===== src/rtl/core_pkg.sv =====
// Shared constants and types for the pipelined ARM core front end.
package core_pkg;

   localparam int WORD = 32;

   // MOV R0,R0: the architectural no-op used as a pipeline bubble.
   localparam logic [WORD-1:0] NOP_INSTR = 32'hE1A0_0000;
   localparam logic [WORD-1:0] RESET_PC  = 32'h0000_0000;

   // Contents of the IF/ID pipeline register.
   typedef struct packed {
      logic [WORD-1:0] instr;
      logic [WORD-1:0] pc;
      logic [WORD-1:0] pc_plus8;
      logic            valid;
   } ifid_t;

   // Fetch fault tracking: once a fetch leaves the legal range the flag sticks.
   typedef enum logic {
      FS_RUN   = 1'b0,
      FS_FAULT = 1'b1
   } fault_state_t;

endpackage


===== src/rtl/fetch_stage_pc_register.sv =====
// Program counter: synchronous reset, load beats advance, advance steps one word.
module pc_register
   import core_pkg::*;
#(
   parameter logic [WORD-1:0] RESET_VALUE = core_pkg::RESET_PC
) (
   input  logic            clk,
   input  logic            reset,
   input  logic            en,
   input  logic            load,
   input  logic [WORD-1:0] load_value,
   output logic [WORD-1:0] q
);

   // PC update: reset, then load, then sequential advance (wraps modulo 2^32).
   always_ff @(posedge clk) begin
      if (reset) begin
         q <= RESET_VALUE;
      end else if (load) begin
         q <= load_value;
      end else if (en) begin
         q <= q + WORD'(4);
      end
   end

endmodule


===== src/rtl/fetch_stage.sv =====
// Instruction fetch stage: PC, instruction memory address, IF/ID register,
// sticky out-of-range fault flag and a count of captured instructions.
module fetch_stage
   import core_pkg::*;
#(
   parameter logic [31:0] RESET_PC   = core_pkg::RESET_PC,
   parameter int          IMEM_WORDS = 64,
   parameter logic [31:0] NOP_INSTR  = core_pkg::NOP_INSTR
) (
   input  logic        clk,
   input  logic        reset,
   input  logic        stall_f,
   input  logic        flush_d,
   input  logic        redirect,
   input  logic [31:0] redirect_target,
   output logic [31:0] imem_addr,
   input  logic [31:0] imem_rd,
   output logic [31:0] instr_d,
   output logic [31:0] pc_d,
   output logic [31:0] pc_plus8_d,
   output logic        valid_d,
   output logic        fetch_fault,
   output logic [15:0] fetch_count
);

   localparam logic [WORD-1:0] PC_LIMIT = WORD'(IMEM_WORDS) << 2;

   logic [WORD-1:0] pc_q;
   logic            in_range;
   logic            squash;
   logic            capture;
   ifid_t           ifid_q;
   ifid_t           ifid_next;
   fault_state_t    state_q;
   fault_state_t    state_next;

   // Redirect targets are forced word aligned; the low bits are dropped silently.
   pc_register #(
      .RESET_VALUE(RESET_PC)
   ) u_pc (
      .clk        (clk),
      .reset      (reset),
      .en         (!stall_f),
      .load       (redirect),
      .load_value (redirect_target & ~WORD'(3)),
      .q          (pc_q)
   );

   assign imem_addr = pc_q;
   assign in_range  = (pc_q < PC_LIMIT);
   assign squash    = redirect | flush_d;
   assign capture   = !squash && !stall_f;

   // IF/ID next value: squash to a bubble, hold on stall, else capture the fetch.
   always_comb begin
      ifid_next = ifid_q;
      if (squash) begin
         ifid_next.instr    = NOP_INSTR;
         ifid_next.pc       = pc_q;
         ifid_next.pc_plus8 = pc_q + WORD'(8);
         ifid_next.valid    = 1'b0;
      end else if (!stall_f) begin
         ifid_next.instr    = in_range ? imem_rd : NOP_INSTR;
         ifid_next.pc       = pc_q;
         ifid_next.pc_plus8 = pc_q + WORD'(8);
         ifid_next.valid    = in_range;
      end
   end

   // IF/ID pipeline register.
   always_ff @(posedge clk) begin
      if (reset) begin
         ifid_q.instr    <= NOP_INSTR;
         ifid_q.pc       <= '0;
         ifid_q.pc_plus8 <= WORD'(8);
         ifid_q.valid    <= 1'b0;
      end else begin
         ifid_q <= ifid_next;
      end
   end

   // Fault tracking state register.
   always_ff @(posedge clk) begin
      if (reset) begin
         state_q <= FS_RUN;
      end else begin
         state_q <= state_next;
      end
   end

   // Fault next state: enter FAULT on the first out-of-range capture, leave only on reset.
   always_comb begin
      state_next = state_q;
      if (state_q == FS_RUN && capture && !in_range) begin
         state_next = FS_FAULT;
      end
   end

   // Count valid captures, saturating at all ones.
   always_ff @(posedge clk) begin
      if (reset) begin
         fetch_count <= '0;
      end else if (capture && in_range && fetch_count != 16'hFFFF) begin
         fetch_count <= fetch_count + 16'd1;
      end
   end

   assign instr_d     = ifid_q.instr;
   assign pc_d        = ifid_q.pc;
   assign pc_plus8_d  = ifid_q.pc_plus8;
   assign valid_d     = ifid_q.valid;
   assign fetch_fault = (state_q == FS_FAULT);

endmodule


===== config.mk =====
export PLATFORM = sky130hd
export DESIGN_NAME = fetch_stage
export DESIGN_NICKNAME = d
export VERILOG_FILES = /design/src/rtl/core_pkg.sv /design/src/rtl/fetch_stage_pc_register.sv /design/src/rtl/fetch_stage.sv
export SDC_FILE = /design/constraint.sdc
export NUM_CORES = 1
export LEC_CHECK = 0
export BUFFER_PORTS_ARGS = -buffer_cell sky130_fd_sc_hd__clkbuf_2
export CAP_MARGIN = 20
export CORE_UTILIZATION = 45
export DETAILED_ROUTE_END_ITERATION = 10
export PLACE_DENSITY_LB_ADDON = 0.05
export SYNTH_ARGS = -nofsm -noshare
export SYNTH_HDL_FRONTEND = slang
export SYNTH_SLANG_ARGS = --single-unit

===== constraint.sdc =====
create_clock -name clk -period 3.9 [get_ports clk]
set_input_delay 0.39 -clock clk [delete_from_list [all_inputs] [get_ports clk]]
set_output_delay 0.39 -clock clk [all_outputs]
set_load 0.02 [all_outputs]

After elaboration in Yosys (flattened, before gate mapping)

Index checks and enable logic that the tools add are counted.

Add/subtract/negate cells: 3
$lt $le $gt $ge: 1
Equality and inequality tests: 3
Multiplexer cells: 5
Bitwise gates (word level): 2
Reduce and logical (&&, ||, !) cells: 10

Operators with widths:

| operator                                             | count |
|---|---|
| 2-to-1 mux 65 bit                                    | 2 |
| 2-to-1 mux 32 bit                                    | 3 |
| adder 32 x 3 -> 32 bit (second input constant)       | 1 |
| adder 32 x 4 -> 32 bit (second input constant)       | 1 |
| < comparator 32 x 9 -> 1 bit (second input constant) | 1 |
| adder 16 x 1 -> 16 bit (second input constant)       | 1 |
| != test 16 bit (second input constant)               | 1 |
| logical AND 1 bit                                    | 5 |
| != test 2 x 1 -> 1 bit (second input constant)       | 2 |
| OR reduction 2 bit                                   | 2 |
| logical NOT 1 bit                                    | 3 |
| inverter 1 bit                                       | 1 |
| bitwise OR 1 bit                                     | 1 |

Bits in registers: 146
Output and inout port bits: 146
Word-level logic and storage cells: 32

Logic depth before layout (Yosys ltp)

Gate-level depths: netlist of run 1.

Depth in word-level cells: 5
Mapped depth: 8
Mapped depth without buffers: 6

Cells and area by module

A second synthesis of run 1 with hierarchy kept.

Cell total of the unflattened synthesis: 813
Area, all modules: 6503.7 sq um

By module, submodules not included:

| module      | times used | cells each | area each (sq um) | seq. area each (sq um) |
|---|---|---|---|---|
| fetch_stage | 1          | 579        | 4610.7            | 2222.1 |
| pc_register | 1          | 234        | 1893.1            | 640.6 |

Worst setup path before layout of run 1

Ideal clock, no wire load.

Path kind: register to register
From: register u_pc.q[4]
To: register ifid_q, in the netlist pc_plus8_d[19]
Setup time: 86 ps
Arrival time: 2081 ps
Required time: 3814 ps
Path slack: 1734 ps
Stages on the path, launching flop included: 7
Buffers on the path: 0
Period minus slack after synthesis: 2166 ps
Cells stage by stage: dfxtp_1 -> ha_1 -> nand3_1 -> nor4_4 -> nand3_1 -> xor2_1 -> a211oi_1

Longest elaborated chain between the ends: 3

Ends and longest elaborated chain:

| what                       | RTL line                             | source |
|---|---|---|
| from (decl)                | fetch_stage_pc_register.sv:12        | `output logic [WORD-1:0] q` |
| from (signal assigned)     | fetch_stage_pc_register.sv:20        | `q <= load_value;` |
| from (signal assigned)     | fetch_stage_pc_register.sv:22        | `q <= q + WORD'(4);` |
| adder 32 x 4 -> 32 bit (*) | fetch_stage.sv:60, fetch_stage.sv:65 |  |
| 2-to-1 mux 65 bit          | fetch_stage.sv:62                    | `end else if (!stall_f) begin` |
| 2-to-1 mux 65 bit (*)      | fetch_stage.sv:57                    | `if (squash) begin` |
| to (signal assigned)       | fetch_stage.sv:78                    | `ifid_q <= ifid_next;` |
| to (decl)                  | fetch_stage.sv:32                    | `ifid_t ifid_q;` |

Every way passes the cells marked *; elsewhere a longest branch is shown, timed or not. The select of a mux whose other input is x is not followed.
A chain may end at the register's enable or synchronous reset.

Worst setup path after layout of run 1

From: register u_pc.q[17]
To: register fetch_count[8]

Longest elaborated chain between the ends: 3

Ends and longest elaborated chain:

| what                            | RTL line           | source |
|---|---|---|
| < comparator 32 x 9 -> 1 bit    | fetch_stage.sv:50  | `assign in_range = (pc_q < PC_LIMIT);` |
| logical AND 1 bit (2 in series) | fetch_stage.sv:103 | `end else if (capture && in_range && fetch_count != 16'hFFFF) begin` |
| to (signal assigned)            | fetch_stage.sv:104 | `fetch_count <= fetch_count + 16'd1;` |
| to (decl)                       | fetch_stage.sv:23  | `output logic [15:0] fetch_count` |

Every way passes these cells.

==> flow_summary.toml, run 1 <==
[outcome]
status = "finished clean"

[sta]
rsz0062_at_grt = "no"
layout_worst_path_cycle_share = 0.681
final_max_slew_viol_count = 0
max_freq_ghz = 0.376
finalSetupTns_ns = 0
finalHoldViolations = 0
holdWs_ns = 0.205
skew_ns = 0.00800
setup_viol = 0
worst_pin_slew_ns = 1.05
relSlewSlack = 0.297
post-route-min-period_ns = 2.66

[synthesis]
async_flop_share = 0
avgSynthCellArea_um2 = 8.19
synth_top_family_by_area = "simple AND/OR/NAND/NOR gates"
yosysUniqueCellTypes = 45
synthSimpleGateAreaFrac = 0.275
syn_inst = 793
ys_seq_area_frac = 0.429
synth_flop_cell = "dfxtp_1"
synthXorXnorAreaFrac = 0.0675
ys_ff_latch = 139
ys_top_cells_by_area = "dfxtp_1 (43%), a21oi_1 (7.2%), nand2_1 (6.9%)"
synth-compound-area-share = 0.146
synth_largest_area_cell = "dfxtp_1"
synth_top_area_share = 0.429
synthAdderAreaFrac = 0.00578
ys_warn_count = 0
synthMuxAreaShare = 0.0141
synth_edf_count = 0
synth_area_um2 = 6490

[global_routing]
grt_pass1_wl_um = 27100
grt_use_total = 0.234
antenna_found_initial = 0
grt_pass1_vias = 5320
grt-ovfl-total = 0
grt_max_degree = 73

[clock_tree]
cts_sinks = 139
h-tree-depth = 4
cts-root-buf = "clkbuf_16"
clockBufferDepth = 2
cts_setup_buffers = 0
cts_resized = 0
cts_buffers = 17
cts_tree = "yes"
clock_latency_ns = 0.42
holdBufCountCts = 0
clkTransAtPathRegs_ns = 0.06

[routing]
drt-total-wl_um = 17600
drtPass1Iterations = 5
drcViolationCount = 0
vias = 6071
viasPerCell = 5.30
drt_iter0_drc = 329
ant_nets = 0
wl_per_cell_um = 15.4

[setup_path]
worst_path_max_delay_cell = "or4_1"
cp.arrival_ns = 3.00
crit_chain = "nor4_2 -> and4_1 -> nand4_2 -> or4_1 -> a21oi_1"
slowest_delay_ns = 0.71
cp-start-kind = "flip-flop"
worst_ep_required_time_ns = 4.24
worstSetupPathType = "reg -> reg"
cp_max_fo = 30
end_kind = "flip-flop"

[finish]
diodes = 0
mostFrequentLayoutCell = "clkbuf_2"
final_cell_mix = "clkbuf_2 (205), dfxtp_1 (139), nand2_1 (119)"
drive_gt1_frac = 0.265
n_fill_cell = 1319
areaGrowthSynthToFinish_pct = 24.7
nNetsFinal = 1026

[floorplan]
rows = 43
core_area_um2 = 14000
die_h_um = 122
die_w_um = 122
die-area_um2 = 14900
top_level_ports = 215
initial_utilization = 0.464

[placed_design]
gp_congestion = 0.841
dp_hpwl_um = 12500
portBuffers = 206

[pwr]
p_per_area_nw_per_um2 = 442
leakagePower_uw = 0.00335
ir_drop_uv = 280

[min_path]
hold_path_class = "in -> reg"

[run]
maxCapViolations = 0
-- power breakdown --
group | internal [uW] | total [uW] | switching (uW)
Sequential | 1470 | 1550 | 71.1
Combinational | 132 | 346 | 213
Clock | 1110 | 1690 | 578
-- cells in the mapped netlist (2+ instances only) --
cell and instances:
nand2b_1 2, dfxtp_1 139, clkbuf_1 47, mux2i_1 8
nor2b_1 13, xnor2_1 29, a211oi_1 26, or3b_1 2
inv_1 17, nor3_1 18, nand4_2 2, ha_1 3
nor4_4 4, nand2_1 120, buf_1 5, or3_1 3
o21a_1 13, buf_2 13, and2_1 3, buf_6 2
buf_4 8, and4_1 8, and3_1 4, a21oi_1 93
nor2_1 65, nor4_1 5, xor2_1 21, o21ai_0 13
or4_1 11, nand4_1 17, nand4b_1 3, nand3b_1 27
nand3_1 23, nor4_2 5, o31ai_1 11
-- registers in the layout, indices dropped and copies added, names as in the netlist --
register / cells
u_pc.q: 30
pc_plus8_d: 29
instr_d: 32
valid_d: 1
fetch_count: 16
fetch_fault: 1
pc_d: 30
-- area by class of cell --
type,instances,area (um^2),area share
multi-input combinational,566,3320,0.410
clock inverter,8,140,0.0173
sequential,139,2780,0.344
inverter,17,63.8,0.00788
tap,180,225,0.0278
timing repair buffer,213,1090,0.134
clock buffer,23,478,0.0590
-- worst max-delay path: cells and delay by family, from the launching register on --
family	cells	cell delay, ns
AND/OR/NAND/NOR	4	1.94
flip-flops	1	0.45
AO/OA/AOI/OAI	1	0.18
-- final timing paths --
kind                      start              to  cells after the start  slack (ns)
max                  u_pc.q[17]  fetch_count[8]                      5        1.24
min          redirect_target[2]       u_pc.q[2]                      3        0.20
max reg2reg          u_pc.q[17]  fetch_count[8]                      5        1.24
min reg2reg            pc_d[29]        pc_d[29]                      2        0.45
-- cell families after synthesis --
logic type               Yosys count
buffers and inverters             93
adder cells (fa/ha/maj)            3
flip-flops                       139
XOR/XNOR                          50
AND/OR/NAND/NOR                  337
AO/OA/AOI/OAI                    161
multiplexers                       9
other                              1
-- per-stage QoR --
stage               power [uW]  utilization  instances  cell area (um^2)  setup slack, ns
global placement          1920        0.535       1115              7480             1.39
global route              3710        0.579       1146              8100             1.08
floorplan                 1800            -        798              6510             1.73
CTS                       3620        0.579       1146              8100             1.25
finish                    3580        0.579       1146              8100             1.24
detailed placement        1920        0.535       1115              7480             1.18
-- metal layers --
metal,GRT usage,vias up,share of wire,wire (um)
li1,-,3056,-,-
met1,0.301,2795,0.45,7930
met2,0.375,199,0.47,8360
met3,0.0538,21,0.057,1000
met4,0.0976,0,0.018,313
met5,0,-,0,0
Power figures use the tool's default switching activity.
==> run 2: changes to the inputs <==
Clock period 3.9 ns to 2.2 ns, I/O delays scaled along.
==> flow_summary.toml, run 2 (synthesis results as in run 1) <==
[floorplan]
die-area_um2 = 14900
die_h_um = 122
initial_utilization = 0.464
die_w_um = 122
top_level_ports = 215
core_area_um2 = 14000
rows = 43

[clock_tree]
clkTransAtPathRegs_ns = 0.06
cts_sinks = 139
cts_buffers = 17
cts_setup_buffers = 0
h-tree-depth = 4
cts-root-buf = "clkbuf_16"
clock_latency_ns = 0.42
clockBufferDepth = 2
cts_tree = "yes"

[placed_design]
gp_congestion = 0.849
portBuffers = 206
dp_hpwl_um = 13300
place_area_um2 = 7860
placed_cells = 1160

[setup_path]
slowest_delay_ns = 0.53
cp-start-kind = "flip-flop"
worstSetupPathType = "reg -> reg"
crit_chain = "nor4_2 -> and4_1 -> nand4_2 -> buf_12 -> or4_1 -> a21oi_1"
worst_ep_required_time_ns = 2.55
end_kind = "flip-flop"
cp_max_fo = 30
cp.arrival_ns = 2.45
worst_path_max_delay_cell = "or4_1"

[sta]
post-route-min-period_ns = 2.10
worst_pin_slew_ns = 0.900
skew_ns = 0.00618
setup_viol = 0
layout_worst_path_cycle_share = 0.956
final_max_slew_viol_count = 0
relSlewSlack = 0.400
finalHoldViolations = 0
rsz0062_at_grt = "yes"
holdWs_ns = 0.0340
max_freq_ghz = 0.475

[routing]
drtPass1Iterations = 4
top_layer = "met4"
viasPerCell = 5.29
ant_nets = 0
drcViolationCount = 0
drt-total-wl_um = 18300
drt_iter0_drc = 303
wl_met2_um = 8640
wl_met1_um = 8180
wl_per_cell_um = 15.3
met3WireLength_um = 992
vias = 6307

[global_routing]
grt_pass1_wl_um = 28600
grt_max_degree = 77
antenna_found_initial = 0
grt-ovfl-total = 0
grt_pass1_vias = 5749
grt_use_total = 0.247

[outcome]
status = "finished clean"

[finish]
drive_gt1_frac = 0.296
final_area_um2 = 8400
fin_cells = 1193
multi_input_area_um2 = 3330
final_cell_mix = "clkbuf_2 (205), dfxtp_1 (139), nand2_1 (119)"
n_fill_cell = 1332
areaGrowthSynthToFinish_pct = 29.3
regArea_um2 = 2780
mostFrequentLayoutCell = "clkbuf_2"
largest_register_ffs = 32
nNetsFinal = 1071

[pwr]
ir_drop_uv = 518
p_per_area_nw_per_um2 = 718
leakagePower_uw = 0.00356

[min_path]
hold_path_class = "in -> reg"

[run]
maxCapViolations = 0
==> run 2: final cells by class <==
class,instances,share of cell area
Clock buffer,23,0.0545
Multi-Input combinational cell,566,0.397
Clock inverter,9,0.00864
Tap cell,180,0.0268
Inverter,17,0.00760
Antenna cell,1,0.000298
Timing Repair Buffer,258,0.174
Sequential cell,139,0.331
==> run 2: worst paths after layout <==
| check | start | endpoint | slack, ns | cells after the start |
|---|---|---|---|---|
| min | redirect_target[12] | u_pc.q[12] | 0.03 | 3 |
| max reg2reg | u_pc.q[23] | fetch_count[11] | 0.1 | 6 |
| max | u_pc.q[23] | fetch_count[11] | 0.1 | 6 |
| min reg2reg | pc_d[8] | pc_d[8] | 0.45 | 2 |
==> run 2: what timing repair did <==
item,CTS,global route
gates resized for setup,0,1
hold endpoints to repair,0,0
hold buffers,0,0
endpoints found under the setup margin,0,5
==> run 2: per-layer routing <==
layer  GRT usage  vias to the layer above
met5           0                        -
met4       0.116                        0
met3      0.0595                       40
met2       0.401                      207
met1       0.308                     2908
li1            -                     3152
==> run 2: worst max-delay path: cells and delay by family (launching register included) <==
kind	cells	cell delay, ns
and+or+nand+nor	4	1.32
DFF	1	0.32
AOI/OAI and AO/OA	1	0.18
buffers and inverters	1	0.21
==> run 2: power by group <==
| group | switching (uW) | internal, uW | total (uW) |
|---|---|---|---|
| registers | 71.4 | 2610 | 2680 |
| clock network | 1040 | 1570 | 2610 |
| logic | 453 | 288 | 741 |
| total | 1560 | 4470 | 6030 |
==> run 2: per-stage QoR <==
stage                     power [uW]  TNS [ns]  setup WS [ns]   util
after detailed placement        3480         0          0.109  0.562
after floorplan                 3190         0         0.0338      -
final                           6030         0         0.0964  0.600
after global routing            6290  -0.00910       -0.00717  0.600
after global placement          3460         0          0.177  0.562
after CTS                       6090         0         0.0895  0.599
==> run 3: changes to the inputs <==
Clock period 2.2 ns to 2.6 ns, I/O delays scaled along.
==> flow_summary.toml, run 3 (synthesis results as in run 1) <==
[finish]
nNetsFinal = 1039
final_area_um2 = 8230
largest_register_ffs = 32
mostFrequentLayoutCell = "clkbuf_2"
drive_gt1_frac = 0.276
areaGrowthSynthToFinish_pct = 26.8
final_cell_mix = "clkbuf_2 (205), dfxtp_1 (139), nand2_1 (119)"
diodes = 0
fin_cells = 1159
n_fill_cell = 1322

[placed_design]
portBuffers = 206
dp_hpwl_um = 12700
gp_congestion = 0.834
place_area_um2 = 7590
placed_cells = 1128

[run]
maxCapViolations = 0

[routing]
drt_iter0_drc = 322
drtPass1Iterations = 6
wl_per_cell_um = 15.3
drt-total-wl_um = 17800
ant_nets = 0
viasPerCell = 5.35
vias = 6203
drcViolationCount = 0

[setup_path]
slowest_delay_ns = 0.54
crit_top_cell = "nand3_1"
critPathTopFamily = "simple AND/OR/NAND/NOR gates"
end_kind = "flip-flop"
crit_chain = "ha_1 -> nand3_1 -> nor4_4 -> nand3_1 -> xor2_1 -> a211oi_1"
cp_max_fo = 9
cp.arrival_ns = 2.68
worst_path_max_delay_cell = "nor4_4"
worst_ep_required_time_ns = 2.93
cp-start-kind = "flip-flop"
worstSetupPathType = "reg -> reg"
critPathBufInv = 0

[sta]
layout_worst_path_cycle_share = 0.906
holdWs_ns = 0.0680
final_max_slew_viol_count = 0
rsz0062_at_grt = "no"
finalHoldViolations = 0
max_freq_ghz = 0.425
setup_viol = 0
skew_ns = 0.00758
worst_pin_slew_ns = 0.645
finalSetupTns_ns = 0
relSlewSlack = 0.569
post-route-min-period_ns = 2.35

[global_routing]
grt_use_total = 0.240
grt_pass1_vias = 5552
grt_max_degree = 67
antenna_found_initial = 0
grt-ovfl-total = 0
grt_pass1_wl_um = 27800

[clock_tree]
cts-root-buf = "clkbuf_16"
cts_tree = "yes"
clockBufferDepth = 2
h-tree-depth = 4
clkTransAtPathRegs_ns = 0.06
clock_latency_ns = 0.42
cts_buffers = 17
cts_resized = 0
cts_sinks = 139

[pwr]
p_int_uw = 4140
switching_share = 0.243
leakagePower_uw = 0.00343
ir_drop_uv = 470
seq_power_share = 0.422
power_switching_uw = 1330
combinationalPowerShare = 0.099
clkPwrFrac = 0.479
p_per_area_nw_per_um2 = 665

[floorplan]
initial_utilization = 0.464
rows = 43
die_h_um = 122
core_area_um2 = 14000
die-area_um2 = 14900
top_level_ports = 215
die_w_um = 122

[min_path]
hold_path_class = "in -> reg"

[outcome]
status = "finished clean"
-- run 3: changes by cell type in the layout (fill, tap and decap cells not counted), sizes merged --
cell,delta
clkbuf,-3
bufinv,+4
diode,-1
clkinv,-2
buf,-32
-- run 3: final timing paths --
kind / start / end / slack [ns] / depth (start not counted)
max: u_pc.q[4] / pc_plus8_d[19] / 0.25 / 6
min: redirect_target[12] / u_pc.q[12] / 0.07 / 3
max reg2reg: u_pc.q[4] / pc_plus8_d[19] / 0.25 / 6
min reg2reg: pc_d[23] / pc_d[23] / 0.45 / 2
-- run 3: power by group through the flow --
stage	clock network, uW	registers, uW	logic, uW
3_5_place_dp	0	2350	544
3_3_place_gp	0	2350	538
2_1_floorplan	0	2400	296
6_report	2620	2310	542
4_1_cts	2670	2310	546
5_1_grt	2770	2320	593
-- run 3: worst min-delay path, delay by kind of cell --
family / cells / cell delay [ns]
buffers and inverters: 1 / 0.07
muxes: 1 / 0.05
and+or+nand+nor: 1 / 0.07
-- run 3: metrics by stage --
stage | total power [uW] | utilization | setup slack [ns]
after floorplan | 2700 | - | 0.434
after global placement | 2890 | 0.543 | 0.310
after detailed placement | 2900 | 0.543 | 0.183
after CTS | 5530 | 0.588 | 0.157
after global routing | 5690 | 0.588 | 0.0716
final | 5470 | 0.588 | 0.245
-- run 3: repair_timing --
item                                    in CTS  in global routing
hold buffers                                 0                  0
setup buffers                                0                  0
endpoints found under the setup margin       0                  2
-- run 3: routing by layer --
metal,GRT usage,vias to the layer above,share of wire
met1,0.302,2863,0.44
met5,0,-,0
met3,0.0566,23,0.064
li1,-,3097,-
met2,0.398,220,0.48
met4,0.0899,0,0.016
-- run 3: area by class of cell --
type / count / area, um^2 / area share
multi-input cells: 566 / 3320 / 0.404
flip-flops and latches: 139 / 2780 / 0.338
repair buffers: 226 / 1200 / 0.145
clock buffers: 20 / 447 / 0.0543
well taps: 180 / 225 / 0.0274
clock inverters: 11 / 194 / 0.0236
inverters: 17 / 63.8 / 0.00775
